[src/rtl/deal_n_cards.sv]
// deal_n_cards: requests NUM cards from the deck, rejects bad/duplicate codes, publishes the hand atomically
module deal_n_cards #(
    parameter int MAX_CARDS = 4,
    parameter int CARD_W    = 6,
    parameter int DECK_SIZE = 52,
    parameter int DUP_CHECK = 1,
    parameter int TIMEOUT   = 255
) (
    input  logic                        clk,
    input  logic                        rst,
    input  logic                        deal_cards,
    input  logic [3:0]                  num_cards,
    input  logic [CARD_W-1:0]           card,
    input  logic                        card_valid,
    output logic                        next_card,
    output logic [MAX_CARDS*CARD_W-1:0] players_cards,
    output logic                        card_deal_done,
    output logic                        deal_error,
    output logic                        busy
);
    localparam int TW = (TIMEOUT > 1) ? $clog2(TIMEOUT) : 1;
    localparam logic [TW-1:0] T_LAST = TW'((TIMEOUT > 0) ? TIMEOUT - 1 : 0);

    typedef enum logic [2:0] {IDLE, REQ, WAIT_LOW, DONE, ERR} state_t;

    state_t                      state;
    logic [3:0]                  count;
    logic [3:0]                  num;
    logic [TW-1:0]               timer;
    logic [MAX_CARDS*CARD_W-1:0] staging;
    logic                        dup;
    logic                        reject;
    logic                        num_ok;

    // Card screening: out-of-deck codes and repeats of already-filled slots are refused
    always_comb begin
        dup = 1'b0;
        for (int j = 0; j < MAX_CARDS; j++)
            dup = dup | ((4'(j) < count) && (staging[j*CARD_W +: CARD_W] == card));
        reject = (32'(card) >= DECK_SIZE) || ((DUP_CHECK != 0) && dup);
        num_ok = (num_cards != 4'd0) && (32'(num_cards) <= MAX_CARDS);
    end

    // Deal FSM; every output is registered and set on entry to the state that owns it
    always_ff @(posedge clk or negedge rst) begin
        if (!rst) begin
            state          <= IDLE;
            count          <= '0;
            num            <= '0;
            timer          <= '0;
            staging        <= '0;
            players_cards  <= '0;
            next_card      <= 1'b0;
            card_deal_done <= 1'b0;
            deal_error     <= 1'b0;
            busy           <= 1'b0;
        end else begin
            card_deal_done <= 1'b0;
            deal_error     <= 1'b0;
            case (state)
                IDLE: begin
                    if (deal_cards && num_ok) begin
                        num       <= num_cards;
                        count     <= '0;
                        staging   <= '0;
                        timer     <= '0;
                        state     <= REQ;
                        next_card <= 1'b1;
                        busy      <= 1'b1;
                    end else if (deal_cards) begin
                        deal_error <= 1'b1;
                    end
                end
                REQ: begin
                    timer <= timer + 1'b1;
                    if (card_valid) begin
                        if (!reject) begin
                            for (int k = 0; k < MAX_CARDS; k++)
                                if (4'(k) == count) staging[k*CARD_W +: CARD_W] <= card;
                            count <= count + 4'd1;
                        end
                        timer     <= '0;
                        state     <= WAIT_LOW;
                        next_card <= 1'b0;
                    end else if ((TIMEOUT != 0) && (timer == T_LAST)) begin
                        state      <= ERR;
                        next_card  <= 1'b0;
                        deal_error <= 1'b1;
                    end
                end
                WAIT_LOW: begin
                    if (count == num) begin
                        state          <= DONE;
                        players_cards  <= staging;
                        card_deal_done <= 1'b1;
                    end else if (!card_valid) begin
                        state     <= REQ;
                        next_card <= 1'b1;
                    end
                end
                DONE: begin
                    state <= IDLE;
                    busy  <= 1'b0;
                end
                ERR: begin
                    state <= IDLE;
                    busy  <= 1'b0;
                end
                default: begin
                    state <= IDLE;
                    busy  <= 1'b0;
                end
            endcase
        end
    end
endmodule
[config.mk]
export PLATFORM = sky130hd
export DESIGN_NAME = deal_n_cards
export DESIGN_NICKNAME = d
export VERILOG_FILES = /design/src/rtl/deal_n_cards.sv
export SDC_FILE = /design/constraint.sdc
export NUM_CORES = 1
export LEC_CHECK = 0
export BUFFER_PORTS_ARGS = -buffer_cell sky130_fd_sc_hd__buf_2
export CORE_MARGIN = 4
export CORE_UTILIZATION = 25
export DETAILED_ROUTE_END_ITERATION = 7
export GPL_TIMING_DRIVEN = 0
export HOLD_SLACK_MARGIN = 0.05
export PLACE_DENSITY = 0.4
export SYNTH_ARGS = -nofsm -noshare
export SYNTH_HDL_FRONTEND = slang
export SYNTH_SLANG_ARGS = --single-unit
[constraint.sdc]
create_clock -name clk -period 5.4 [get_ports clk]
set_input_delay 0 -clock clk [delete_from_list [all_inputs] [get_ports clk]]
set_output_delay 0 -clock clk [all_outputs]
set_load 0.05 [all_outputs]
-- Yosys cells after proc, flatten, opt, wreduce, memory -nomap -nowiden
Cells that the tools add are included.
- add/subtract/negate cells: 2
- muxes and demuxes: 35
- $lt $le $gt $ge: 6
- bitwise operators: 4
- reductions and logical operators: 24
- equality and inequality tests: 22
- operator list (operator ; number):
    24-bit two-way mux ; 3
    24-bit case mux with 2 select lines ; 1
    5-bit AND reduction ; 5
    6-bit == test ; 4
    6-bit two-way mux ; 4
    2-bit inequality test (second input constant) ; 9
    8-bit two-way mux ; 2
    8-bit case mux with 2 select lines ; 1
    3-bit two-way mux ; 5
    4-bit two-way mux ; 3
    1-bit two-way mux ; 11
    3-bit case mux with 3 select lines ; 1
    8-bit by 1-bit adder with 8-bit output (second input constant) ; 1
    2-bit by 4-bit == test with 1-bit output (first input constant) ; 2
    8-bit == test (second input constant) ; 1
    1-bit by 4-bit less-than comparator with 1-bit output (first input constant) ; 2
    2-bit by 4-bit less-than comparator with 1-bit output (first input constant) ; 2
    4-bit case mux with 2 select lines ; 1
    2-bit AND reduction ; 4
    6-bit greater-or-equal comparator (second input constant) ; 1
    1-bit logical AND ; 6
    3-bit inequality test (second input constant) ; 2
    4-bit by 1-bit adder with 4-bit output (second input constant) ; 1
    1-bit by 4-bit == test with 1-bit output (first input constant) ; 1
    17 further kinds ; 20
- logic and storage cells: 106
- input bits: 14
- output and inout port bits: 28
- register bits: 71

-- Longest topological paths before layout
Gate-level depths: netlist of run 1.
- word-level depth: 9
- mapped depth: 9
- gate-level depth less buffers: 7

-- Worst setup path after synthesis of run 1
Ideal clock, no wire load.
- kind: register to register
- from: reg count[0]
- to: reg staging[12]
- arrival time: 2219 ps
- setup time: 67 ps
- slack: 3114 ps
- path buffers: 2
- stages on the path, launching flop included: 10
- clock period less this slack: 2286 ps
- required time: 5333 ps
- cell sequence: dfrtp_1 -> inv_1 -> ha_1 -> and2_4 -> buf_6 -> or4_1 -> and4b_1 -> buf_6 -> a41oi_4 -> a22o_2
- word-level cells in the longest chain between the ends: 8
- elaborated cells on any way between the ends: 16
- those cells by class: order compare (4); eq/ne (3); bitwise (3); reduce/logical (6)
- RTL lines (item ; RTL line ; source):
    from (decl) ; 27 ; logic [3:0] count;
    from (signal assigned) ; 80 ; count <= count + 4'd1;
    1-bit by 4-bit less-than comparator with 1-bit output ; 39 ; dup = dup | ((4'(j) < count) && (staging[j*CARD_W +: CARD_W] == card));
    1-bit logical AND ; 39 ;
    1-bit bitwise OR (3 in series) ; 39 ;
    1-bit logical OR ; 40 ; reject = (32'(card) >= DECK_SIZE) || ((DUP_CHECK != 0) && dup);
    2-bit inequality test (no source line) ; - ;
    5-bit AND reduction (no source line) (*) ; - ;
    to (signal, indexed assignment) ; 79 ; if (4'(k) == count) staging[k*CARD_W +: CARD_W] <= card;
    to (decl) ; 30 ; logic [MAX_CARDS*CARD_W-1:0] staging;
Every way passes the cells marked *; elsewhere a longest branch is shown, timed or not.
A chain may end at the register's enable or synchronous reset.

-- Worst setup path in the final report of run 1
- from: reg state[1]
- to: reg staging[16]
- word-level cells in the longest chain between the ends: 3
- elaborated cells on any way between the ends: 9
- those cells by class: eq/ne (5); mux (1); reduce/logical (3)
- RTL lines (item ; RTL line ; source):
    from (decl) ; 26 ; state_t state;
    from (signal assigned) ; 47 ; state <= IDLE;
    from (signal assigned) ; 67 ; state <= REQ;
    from (signal assigned) ; 83 ; state <= WAIT_LOW;
    3-bit by 1-bit == test with 1-bit output / 3-bit zero test (equally long branches) ; 60 ; case (state)
    2-bit inequality test (no source line) / 2-bit nonzero test (equally long branches) ; - ;
    5-bit AND reduction (no source line) ; - ;
Several ways; a longest one is shown, not always the timed one.

==> impl_metrics.py, run 1 <==
metrics = {
    "route": {
        "drt-pass1-iter-count": 4,
        "antenna_left": 0,
        "wl_per_cell_um": 15.4,
        "via_per_inst": 4.58,
        "route.vias.total": 2496,
        "drt_iter0_drc": 61,
        "routed_wirelength_um": 8410,
        "drc_errors": 0,
    },
    "yosys": {
        "synthTopCellsByArea": "dfrtp_1 51%, mux2_2 8.1%, xor2_1 4.3%",
        "ys_types": 48,
        "synthArstFlopShare_pct": 100,
        "yosysTopAreaCellShare_pct": 51.2,
        "syn-mean-instance-area_um2": 11.3,
        "synth.largest_area_cell": "dfrtp_1",
        "synth_top_flop_cell": "dfrtp_1",
        "syn_area_um2": 3470,
        "synth_seq_cells": 71,
        "synth_edf_count": 0,
        "yosysWarnings": 0,
        "synth_cells": 306,
        "syn-num-nets": 325,
        "seq_area_frac_synth_pct": 51.2,
    },
    "clock_network": {
        "cts_buffers": 9,
        "cts.repair.resized": 0,
        "clk_latency_ns": 0.34,
        "cts_max_level": 3,
        "postCtsSetupBuffers": 0,
        "clk_path_buf_depth": 2,
        "cts.sinks": 71,
        "clock-root-buffer": "clkbuf_16",
        "clk_pin_slew_ns": 0.06,
        "cts_tree": "built",
    },
    "min_path": {
        "min_to": "staging[7]$_DFFE_PN0P_",
        "hold_depth": 3,
        "min_from": "card[1]",
        "hold_class": "input port to flip-flop",
    },
    "power_and_ir_drop": {
        "vdd_drop_max_uv": 195,
        "leakage_nw": 2.08,
        "power_density_nw_per_um2": 545,
    },
    "placed_design": {
        "placed_area_um2": 3900,
        "port_buffers": 35,
        "place_ws_ns": 2.60,
        "dp_cells": 518,
        "place.gp.congestion": 0.766,
        "dpl.hpwl_um": 5880,
    },
    "sta": {
        "tightest_slew_ns": 1.17,
        "rsz0062_at_grt": "no",
        "post-route-min-period_ns": 2.85,
        "fin_worst_skew_ns": 0.00680,
        "hold_viol": 0,
        "slew-limit-headroom_pct": 21.5,
        "clock.fmax_mhz": 351,
        "hold_slack_ns": 0.0621,
        "layout_worst_path_cycle_share_pct": 52.8,
        "maxSlewViolCount": 0,
        "setup_tns_ns": 0,
        "finalWorstSetupSlack_ns": 2.55,
        "setup_violations": 0,
    },
    "critical_path": {
        "reg2regPathDepth": 7,
        "arrival_ns": 3.12,
        "start_kind": "flip-flop",
        "crit_path_cell_trace": "clkbuf_1, nor2_1, and2_1, clkbuf_1, nand2_1, nor4_1, a22o_2",
        "r2r_end": "staging[16]$_DFFE_PN0P_",
        "endpoint_kind": "flip-flop",
        "slowest_stage": "nor4_1",
        "path_class": "flip-flop to flip-flop",
        "regToRegStartpoint": "state[1]$_DFFE_PN0P_",
        "crit_buf_inv": 2,
        "cp_max_fo": 10,
        "cpMostUsedCell": "clkbuf_1",
        "cp_top_family": "simple AND/OR/NAND/NOR gates",
        "cpPeakStageDelay_ns": 1.02,
        "reg2reg_slack_ns": 2.55,
        "crit_required_ns": 5.67,
    },
    "cells_and_area": {
        "antennaDiodeCount": 0,
        "stdcell_count": 545,
        "drive_above_1_share_pct": 28.2,
        "design_area_um2": 4330,
        "n_fill_cell": 1389,
        "nNetsFinal": 383,
        "area_growth_pct": 24.8,
    },
    "status": {
        "status": "finished clean",
    },
    "grt": {
        "antenna_found_initial": 0,
        "grt_usage_pct": 11.2,
        "grt_pass1_vias": 2598,
        "overflow": 0,
        "grt_pass1_wl_um": 13900,
        "grt_start_max_net_pins": 48,
    },
    "floorplanning": {
        "rows": 42,
        "ios": 42,
        "die-area_um2": 15800,
        "coreArea_um2": 13400,
        "start_util_pct": 25.9,
        "die_h_um": 126,
        "die_w_um": 126,
    },
    "job": {
        "maxCapViolations": 0,
    },
}
==> synth_stat cells (2+ instances only) <==
cell      instances
mux2i_1           6
nor4_1            5
nand4_1           5
or3_1             3
buf_6             2
a32o_1           12
xnor2_1          14
o22ai_1           2
inv_1             8
buf_2            11
nand3_1           7
a22o_2            6
nand2_1          36
nor3_1            7
xor2_1           17
o311ai_0          2
and2_1            3
o21ai_0           8
dfrtp_1          71
a31oi_4           2
clkbuf_1          7
mux2_2           25
a21oi_1           7
nor2_1           12
ha_1              5
==> logic make-up (layout without fill, tap and decap cells) <==
| group | Yosys count | count (layout) | share of synthesized area, % |
|---|---|---|---|
| buffers and inverters | 28 | 91 | 3.86 |
| and+or+nand+nor | 89 | 89 | 12.9 |
| adders and majority gates | 5 | 5 | 1.80 |
| DFF | 71 | 71 | 51.2 |
| AOI/OAI and AO/OA | 51 | 51 | 12.6 |
| muxes | 31 | 31 | 9.84 |
| xor gates and xnor gates | 31 | 31 | 7.82 |
==> metrics by stage <==
step	power [W]	util (%)
final	0.00236	32.3
after global placement	0.00172	28.9
after floorplan	0.00150	-
after global routing	0.00251	32.3
after detailed placement	0.00173	29.1
after CTS	0.00240	32.3
==> how the worst max path moves through the flow <==
stage,startpoint,endpoint,slack (ns),depth (start not counted)
after floorplan,count[0]$_DFFE_PN0P_,staging[12]$_DFFE_PN0P_,3.11,9
after global placement,state[1]$_DFFE_PN0P_,staging[16]$_DFFE_PN0P_,2.60,7
after detailed placement,state[1]$_DFFE_PN0P_,staging[16]$_DFFE_PN0P_,2.60,7
after CTS,state[1]$_DFFE_PN0P_,staging[16]$_DFFE_PN0P_,2.59,7
after global routing,state[1]$_DFFE_PN0P_,staging[17]$_DFFE_PN0P_,2.35,7
final,state[1]$_DFFE_PN0P_,staging[16]$_DFFE_PN0P_,2.55,7
==> state kept, by name (all words and copies together), names as in the netlist <==
| name | flops |
|---|---|
| players_cards | 24 |
| staging | 24 |
| timer | 8 |
| count | 4 |
| num | 4 |
| state | 3 |
| busy | 1 |
| card_deal_done | 1 |
| deal_error | 1 |
| next_card | 1 |
==> what timing repair did <==
action                                  CTS  global route
endpoints found under the setup margin    0             0
hold buffers                             11             0
hold endpoints to repair                 82             0
==> tightest hold or removal path, delay by kind of cell <==
family / cells / cell delay, ns
buf+inv: 1 / 0.19
simple gates: 1 / 0.09
mux: 1 / 0.07
==> metal layers <==
metal | global-route usage, % | up-vias | wire, um
met4 | 5.93 | 0 | 216
met2 | 17.9 | 34 | 3850
met5 | 0 | - | 0
li1 | - | 1215 | -
met3 | 1.69 | 14 | 171
met1 | 14.6 | 1233 | 4170
==> power by group <==
part / internal [W] / switching [W]
combinational: 0.000320 / 0.000558
clock: 0.000417 / 0.000232
sequential: 0.000699 / 0.000133
total: 0.00144 / 0.000924
==> cells in the final DEF (no fill, tap or decap), types with 7 or more instances in the layout <==
cell / count
nor2_1: 12
clkbuf_16: 9
a32o_1: 12
nand3_1: 7
nor3_1: 7
o21ai_0: 8
xor2_1: 17
inv_1: 8
buf_2: 45
xnor2_1: 14
dfrtp_1: 71
nand2_1: 36
dlygate4sd3_1: 11
a21oi_1: 7
clkbuf_1: 8
mux2_2: 25
==> final cells by class <==
type / instances / area, um2 / share of cell area, %
timing repair buffer: 47 / 315 / 7.28
multi-input combinational: 207 / 1560 / 36.0
sequential: 71 / 1780 / 41.0
clock buffer: 11 / 243 / 5.60
tap: 176 / 220 / 5.08
clock inverter: 5 / 81.3 / 1.88
inverter: 8 / 30.0 / 0.693
buffer: 20 / 104 / 2.40
Note: power is estimated with default switching activity, not from simulation.
==> run 2: changes to the inputs <==
--- a/config.mk
+++ b/config.mk
@@ -5,6 +5,7 @@
 export SDC_FILE = /design/constraint.sdc
 export NUM_CORES = 1
 export LEC_CHECK = 0
+export ABC_AREA = 1
 export BUFFER_PORTS_ARGS = -buffer_cell sky130_fd_sc_hd__buf_2
 export CORE_MARGIN = 4
 export CORE_UTILIZATION = 25
==> constraint.sdc (replaced) <==
create_clock -name clk -period 2.8 [get_ports clk]
set_input_delay 0 -clock clk [delete_from_list [all_inputs] [get_ports clk]]
set_output_delay 0 -clock clk [all_outputs]
set_load 0.05 [all_outputs]
==> run 2 against run 1 <==
  * Synthesized cell count rose by 52%
  * Area after synthesis rose by 6.9%
  * Hold slack improved by 0.023 ns
  * Global-route usage rose by 1.8 points
  * Die area rose by 6.5%
==> impl_metrics.py, run 2 <==
metrics = {
    "status": {
        "status": "finished clean",
    },
    "yosys": {
        "synth-compound-area-share_pct": 5.83,
        "synthAdderAreaFrac_pct": 1.69,
        "synth.most_common_cell": "nand2_1",
        "synth_seq_cells": 71,
        "synth_top_family_by_area": "simple AND/OR/NAND/NOR gates",
        "synth_top_flop_cell": "dfrtp_1",
        "synthTopCellsByCount": "167 x nand2_1, 71 x dfrtp_1, 45 x inv_1",
        "seq_area_frac_synth_pct": 47.9,
        "yosysTopAreaCellShare_pct": 47.9,
        "syn-mean-instance-area_um2": 7.97,
        "synth_cells": 466,
        "synth_edf_count": 0,
        "synth.largest_area_cell": "dfrtp_1",
        "synth-simple-area-share_pct": 32.7,
        "syn_area_um2": 3710,
        "syn-num-nets": 485,
        "synth_xor_area_share_pct": 3.54,
        "yosysWarnings": 0,
        "muxShareOfSynthArea_pct": 0,
        "synthTopCellsByArea": "dfrtp_1 48%, nand2_1 17%, inv_1 4.6%",
        "synthArstFlopShare_pct": 100,
        "ys_types": 35,
    },
    "route": {
        "drt_iter0_drc": 159,
        "routed_wirelength_um": 10200,
        "wl_per_cell_um": 14.3,
        "via_per_inst": 4.46,
        "antenna_left": 0,
        "drc_errors": 0,
        "route.vias.total": 3172,
        "drt-pass1-iter-count": 4,
    },
    "cells_and_area": {
        "nNetsFinal": 542,
        "design_area_um2": 4620,
        "antennaDiodeCount": 0,
        "reg.largest.list": "players_cards (24), staging (24), timer (8)",
        "n_fill_cell": 1575,
        "drive_above_1_share_pct": 17.2,
        "area_growth_pct": 24.5,
        "layout_common_cells": "167 x nand2_1, 71 x dfrtp_1, 45 x inv_1, 43 x buf_2, 37 x nor2_1",
        "mostFrequentLayoutCell": "nand2_1",
    },
    "grt": {
        "grt_start_max_net_pins": 52,
        "overflow": 0,
        "grt_pass1_vias": 3185,
        "grt_pass1_wl_um": 16800,
        "grt_usage_pct": 13.0,
        "antenna_found_initial": 0,
    },
    "floorplanning": {
        "coreArea_um2": 14500,
        "start_util_pct": 25.5,
        "die_w_um": 130,
        "die_h_um": 130,
        "die-area_um2": 16900,
        "rows": 44,
        "ios": 42,
    },
    "clock_network": {
        "clk_pin_slew_ns": 0.06,
        "cts_max_level": 3,
        "cts.sinks": 71,
        "postCtsSetupBuffers": 0,
        "cts_tree": "built",
        "clock-root-buffer": "clkbuf_16",
        "clk_latency_ns": 0.35,
        "clk_path_buf_depth": 2,
        "cts_buffers": 9,
    },
    "power_and_ir_drop": {
        "leakage_nw": 2.39,
        "switching_share_pct": 43.7,
        "p_comb_share_pct": 43.2,
        "vdd_drop_max_uv": 405,
        "power.internal_w": 0.00314,
        "switching_power_w": 0.00244,
        "power_density_nw_per_um2": 1210,
        "p_clk_share_pct": 27.5,
        "pwr-share-seq_pct": 29.3,
    },
    "sta": {
        "hold_viol": 0,
        "fin_worst_skew_ns": 0.00849,
        "clock.fmax_mhz": 498,
        "setup_tns_ns": 0,
        "maxSlewViolCount": 0,
        "tightest_slew_ns": 0.660,
        "layout_worst_path_cycle_share_pct": 71.7,
        "post-route-min-period_ns": 2.01,
        "slew-limit-headroom_pct": 55.7,
        "setup_violations": 0,
        "rsz0062_at_grt": "no",
    },
    "critical_path": {
        "crit_required_ns": 3.03,
        "path_class": "flip-flop to flip-flop",
        "start_kind": "flip-flop",
        "endpoint_kind": "flip-flop",
        "cp_max_fo": 10,
        "arrival_ns": 2.23,
        "reg2reg_slack_ns": 0.79,
    },
    "job": {
        "maxCapViolations": 0,
    },
    "min_path": {
        "hold_class": "input port to flip-flop",
    },
    "placed_design": {
        "port_buffers": 39,
        "dpl.hpwl_um": 7380,
        "place.gp.congestion": 0.852,
        "placed_area_um2": 4170,
    },
}
-- run 2: cell types whose count changed after synthesis, moves of 9 or more --
cell     change
nand4_1     +22
nand3_1      +9
nand2_1    +131
nor2_1      +25
a32o_1      -12
mux2_2      -25
inv_1       +37
xor2_1      -10
o21ai_0     +13
-- run 2: power groups by stage --
stage	Combinational (W)	Sequential, W	Clock [W]
2_1_floorplan	0.00129	0.00214	0
5_1_grt	0.00268	0.00169	0.00161
6_report	0.00241	0.00163	0.00153
3_5_place_dp	0.00243	0.00165	0
4_1_cts	0.00244	0.00164	0.00158
3_3_place_gp	0.00242	0.00164	0
-- run 2: critical path, stage by stage (launching register included) --
cell	delay (ns)
dfrtp_1	0.42
inv_1	0.16
ha_1	0.18
inv_1	0.06
nor2_1	0.13
nor2_1	0.05
nand2_1	0.05
nor2_1	0.04
nor2_2	0.12
nand3_2	0.07
nand2_2	0.09
buf_12	0.15
nand3_2	0.18
nand2_1	0.12
nand2_1	0.06
-- run 2: kinds of logic after synthesis --
family / after synthesis
adders and majority gates: 5
AOI/OAI and AO/OA: 39
buffers and inverters: 67
DFF: 71
and+or+nand+nor: 269
xor gates and xnor gates: 15
-- run 2: metal layers --
metal  vias up  part of all wire (%)  track usage (%)
li1       1602                     -                -
met1      1468                    47             16.9
met2        80                    44             19.8
met3        22                   4.7             3.27
met4         0                   3.6             7.27
met5         -                     0                0
-- run 2: path summary, 6_finish.rpt --
check,to,startpoint,cells after the start
max reg2reg,staging[23]$_DFFE_PN0P_,count[0]$_DFFE_PN0P_,14
max,staging[23]$_DFFE_PN0P_,count[0]$_DFFE_PN0P_,14
min in group asynchronous,players_cards[19]$_DFFE_PN0P_,rst,2
min reg2reg,staging[19]$_DFFE_PN0P_,staging[19]$_DFFE_PN0P_,2
min,deal_error$_DFF_PN0_,num_cards[3],4
max in group asynchronous,count[0]$_DFFE_PN0P_,rst,3
-- run 2: through the flow --
step	total power, W	hold WS, ns	instances	worst slack [ns]	utilization, %
finish	0.00558	0.0849	712	0.794	31.8
global route	0.00599	0.113	712	0.565	31.8
CTS	0.00566	0.0861	712	0.785	31.8
detailed placement	0.00408	-0.0856	690	0.800	28.7
global placement	0.00406	0.235	689	0.801	28.5
floorplan	0.00343	-0.296	466	1.16	-
-- run 2: layout make-up --
class                      instances  area (um2)  share of cell area (%)
buffer                            15         116                    2.52
clock buffer                      10         239                    5.17
clock inverter                     6         155                    3.36
inverter                          52         195                    4.22
multi-input combinational        328        1620                    35.1
sequential                        71        1780                    38.4
tap                              184         230                    4.98
timing repair buffer              46         285                    6.17
-- run 2: repair_timing --
item / CTS / global route
hold buffers: 6 / 0
resized for setup: 0 / 0
endpoints found under the hold margin: 76 / 0
==> run 3: changes to the inputs <==
--- a/config.mk
+++ b/config.mk
@@ -5,7 +5,7 @@
 export SDC_FILE = /design/constraint.sdc
 export NUM_CORES = 1
 export LEC_CHECK = 0
-export ABC_AREA = 1
+export ABC_AREA = 0
 export BUFFER_PORTS_ARGS = -buffer_cell sky130_fd_sc_hd__buf_2
 export CORE_MARGIN = 4
 export CORE_UTILIZATION = 25
==> constraint.sdc (replaced) <==
create_clock -name clk -period 1.91 [get_ports clk]
set_input_delay 0 -clock clk [delete_from_list [all_inputs] [get_ports clk]]
set_output_delay 0 -clock clk [all_outputs]
set_load 0.05 [all_outputs]
==> run 3 against run 2 <==
  * The run now ends with negative setup slack left
  * Combinational power increased by 28%
  * Flip-flop and latch count unchanged
  * Critical endpoint is now players_cards[6]$_DFFE_PN0P_
  * Design area increased by 1.3%
==> impl_metrics.py, run 3 (synthesis results as in run 1) <==
metrics = {
    "status": {
        "status": "finished with violations",
        "violations": "negative setup slack",
    },
    "grt": {
        "antenna_found_initial": 0,
        "grt_usage_pct": 11.7,
        "grt_pass1_wl_um": 14300,
        "overflow": 0,
        "grt_pass1_vias": 2583,
        "grt_start_max_net_pins": 39,
    },
    "power_and_ir_drop": {
        "power.internal_w": 0.00412,
        "power_density_nw_per_um2": 1470,
        "p_total_w": 0.00690,
        "vdd_drop_max_uv": 647,
        "switching_share_pct": 40.2,
        "switching_power_w": 0.00278,
        "p_comb_share_pct": 44.6,
        "leakage_nw": 2.22,
        "pwr-share-seq_pct": 33.9,
        "p_clk_share_pct": 21.5,
    },
    "clock_network": {
        "cts_tree": "built",
        "clk_path_buf_depth": 2,
        "clock-root-buffer": "clkbuf_16",
        "cts_buffers": 9,
        "clk_pin_slew_ns": 0.06,
        "clk_latency_ns": 0.34,
        "cts.sinks": 71,
        "cts_max_level": 3,
    },
    "route": {
        "via_per_inst": 4.62,
        "routed_wirelength_um": 9120,
        "route.vias.total": 2594,
        "antenna_left": 0,
        "drt-pass1-iter-count": 4,
        "drc_errors": 0,
        "drt_iter0_drc": 124,
        "wl_per_cell_um": 16.3,
    },
    "floorplanning": {
        "die_w_um": 126,
        "rows": 42,
        "die-area_um2": 15800,
        "ios": 42,
        "start_util_pct": 25.9,
        "coreArea_um2": 13400,
        "die_h_um": 126,
    },
    "sta": {
        "fin_worst_skew_ns": 0.00760,
        "hold_viol": 0,
        "hold_slack_ns": 0.100,
        "rsz0062_at_grt": "yes",
        "finalWorstSetupSlack_ns": -0.245,
        "clock.fmax_mhz": 464,
        "slew-limit-headroom_pct": 56.3,
        "setup_violations": 52,
        "tightest_slew_ns": 0.651,
        "layout_worst_path_cycle_share_pct": 113,
        "post-route-min-period_ns": 2.15,
        "maxSlewViolCount": 0,
    },
    "min_path": {
        "hold_class": "input port to flip-flop",
    },
    "cells_and_area": {
        "area_growth_pct": 34.8,
        "reg.largest.list": "players_cards (24), staging (24), timer (8)",
        "layout_common_cells": "68 x dfrtp_1, 40 x buf_2, 34 x nand2_1, 23 x mux2_2, 16 x xor2_1",
        "mostFrequentLayoutCell": "dfrtp_1",
        "multi_input_area_um2": 1740,
        "antennaDiodeCount": 0,
        "seqCellArea_um2": 1780,
        "n_fill_cell": 1351,
        "drive_above_1_share_pct": 37.1,
        "nNetsFinal": 399,
        "utilization_pct": 34.9,
    },
    "critical_path": {
        "cpMostUsedCell": "buf_12",
        "start_kind": "flip-flop",
        "slowest_stage": "dfrtp_2",
        "cp_top_family": "simple AND/OR/NAND/NOR gates",
        "crit_path_cell_trace": "buf_6, xor2_2, nor4_4, nand2_1, or3_4, buf_12, buf_12, mux2_4",
        "arrival_ns": 2.38,
        "crit_required_ns": 2.13,
        "cpPeakStageDelay_ns": 0.43,
        "cp_max_fo": 8,
        "crit_buf_inv": 3,
        "endpoint_kind": "flip-flop",
        "path_class": "flip-flop to flip-flop",
    },
    "placed_design": {
        "dpl.hpwl_um": 5990,
        "port_buffers": 35,
        "place_ws_ns": -0.895,
        "place.gp.congestion": 0.765,
    },
    "job": {
        "maxCapViolations": 0,
    },
}
[run 3: cell types whose count changed in the layout (fill, tap and decap cells not counted), moves of 12 or more]
cell     change
nand4_1     -22
o21ai_0     -14
nand2_1    -133
nor2_1      -25
mux2_2      +23
inv_1       -39
a32o_1      +12
[run 3: per-layer routing]
metal / part of all wire [%] / vias to the layer above / global-route usage, %
met5: 0 / - / 0
met4: 2.3 / 0 / 5.62
met3: 4.0 / 12 / 2.96
met2: 46 / 43 / 17.3
met1: 48 / 1302 / 15.9
li1: - / 1237 / -
[run 3: what timing repair did]
action,4_1_cts,5_1_grt
setup endpoints to repair,65,55
pin swaps,14,16
cloned,1,2
endpoints found under the hold margin,82,0
hold buffers,12,0
resized for setup,32,14
setup buffers,14,1
[run 3: worst register-to-register path, delay by kind of cell, from the launching register on]
kind / cells / cell delay, ns
xor gates and xnor gates: 1 / 0.15
muxes: 1 / 0.29
DFF: 1 / 0.43
and+or+nand+nor: 3 / 0.74
buffers and inverters: 3 / 0.43
[run 3: stage by stage]
stage	instance area, um2	setup TNS (ns)	cells
6_report	4680	-10.43	561
5_1_grt	4680	-14.79	561
4_1_cts	4570	-11.01	558
3_5_place_dp	3960	-29.40	518
3_3_place_gp	3940	-29.68	517
2_1_floorplan	3540	-8.60	306
[run 3: area by class of cell]
type	count	area share (%)
plain buffers	17	3.21
clock buffers	15	5.29
clock inverters	1	0.107
inverters	8	0.641
multi-input cells	207	37.1
flip-flops and latches	71	38.0
well taps	176	4.70
repair buffers	66	10.9
[run 3: final timing paths]
check / startpoint / endpoint / slack [ns] / depth (start not counted)
worst max-delay path: count[0]$_DFFE_PN0P_ / players_cards[6]$_DFFE_PN0P_ / -0.24 / 8
worst min-delay path: card[5] / staging[17]$_DFFE_PN0P_ / 0.10 / 2
worst max register to register: count[0]$_DFFE_PN0P_ / players_cards[6]$_DFFE_PN0P_ / -0.24 / 8
worst min register to register: busy$_DFFE_PN0P_ / busy$_DFFE_PN0P_ / 0.49 / 1
max in group asynchronous: rst / count[1]$_DFFE_PN0P_ / 1.16 / 3
min in group asynchronous: rst / players_cards[15]$_DFFE_PN0P_ / 0.16 / 2
[run 3: power by group through the flow]
stage | Combinational [W] | Clock (W) | Sequential [W]
after floorplan | 0.00136 | 0 | 0.00298
after global placement | 0.00257 | 0 | 0.00238
after detailed placement | 0.00258 | 0 | 0.00239
after CTS | 0.00294 | 0.00154 | 0.00234
after global routing | 0.00331 | 0.00161 | 0.00241
final | 0.00308 | 0.00148 | 0.00234
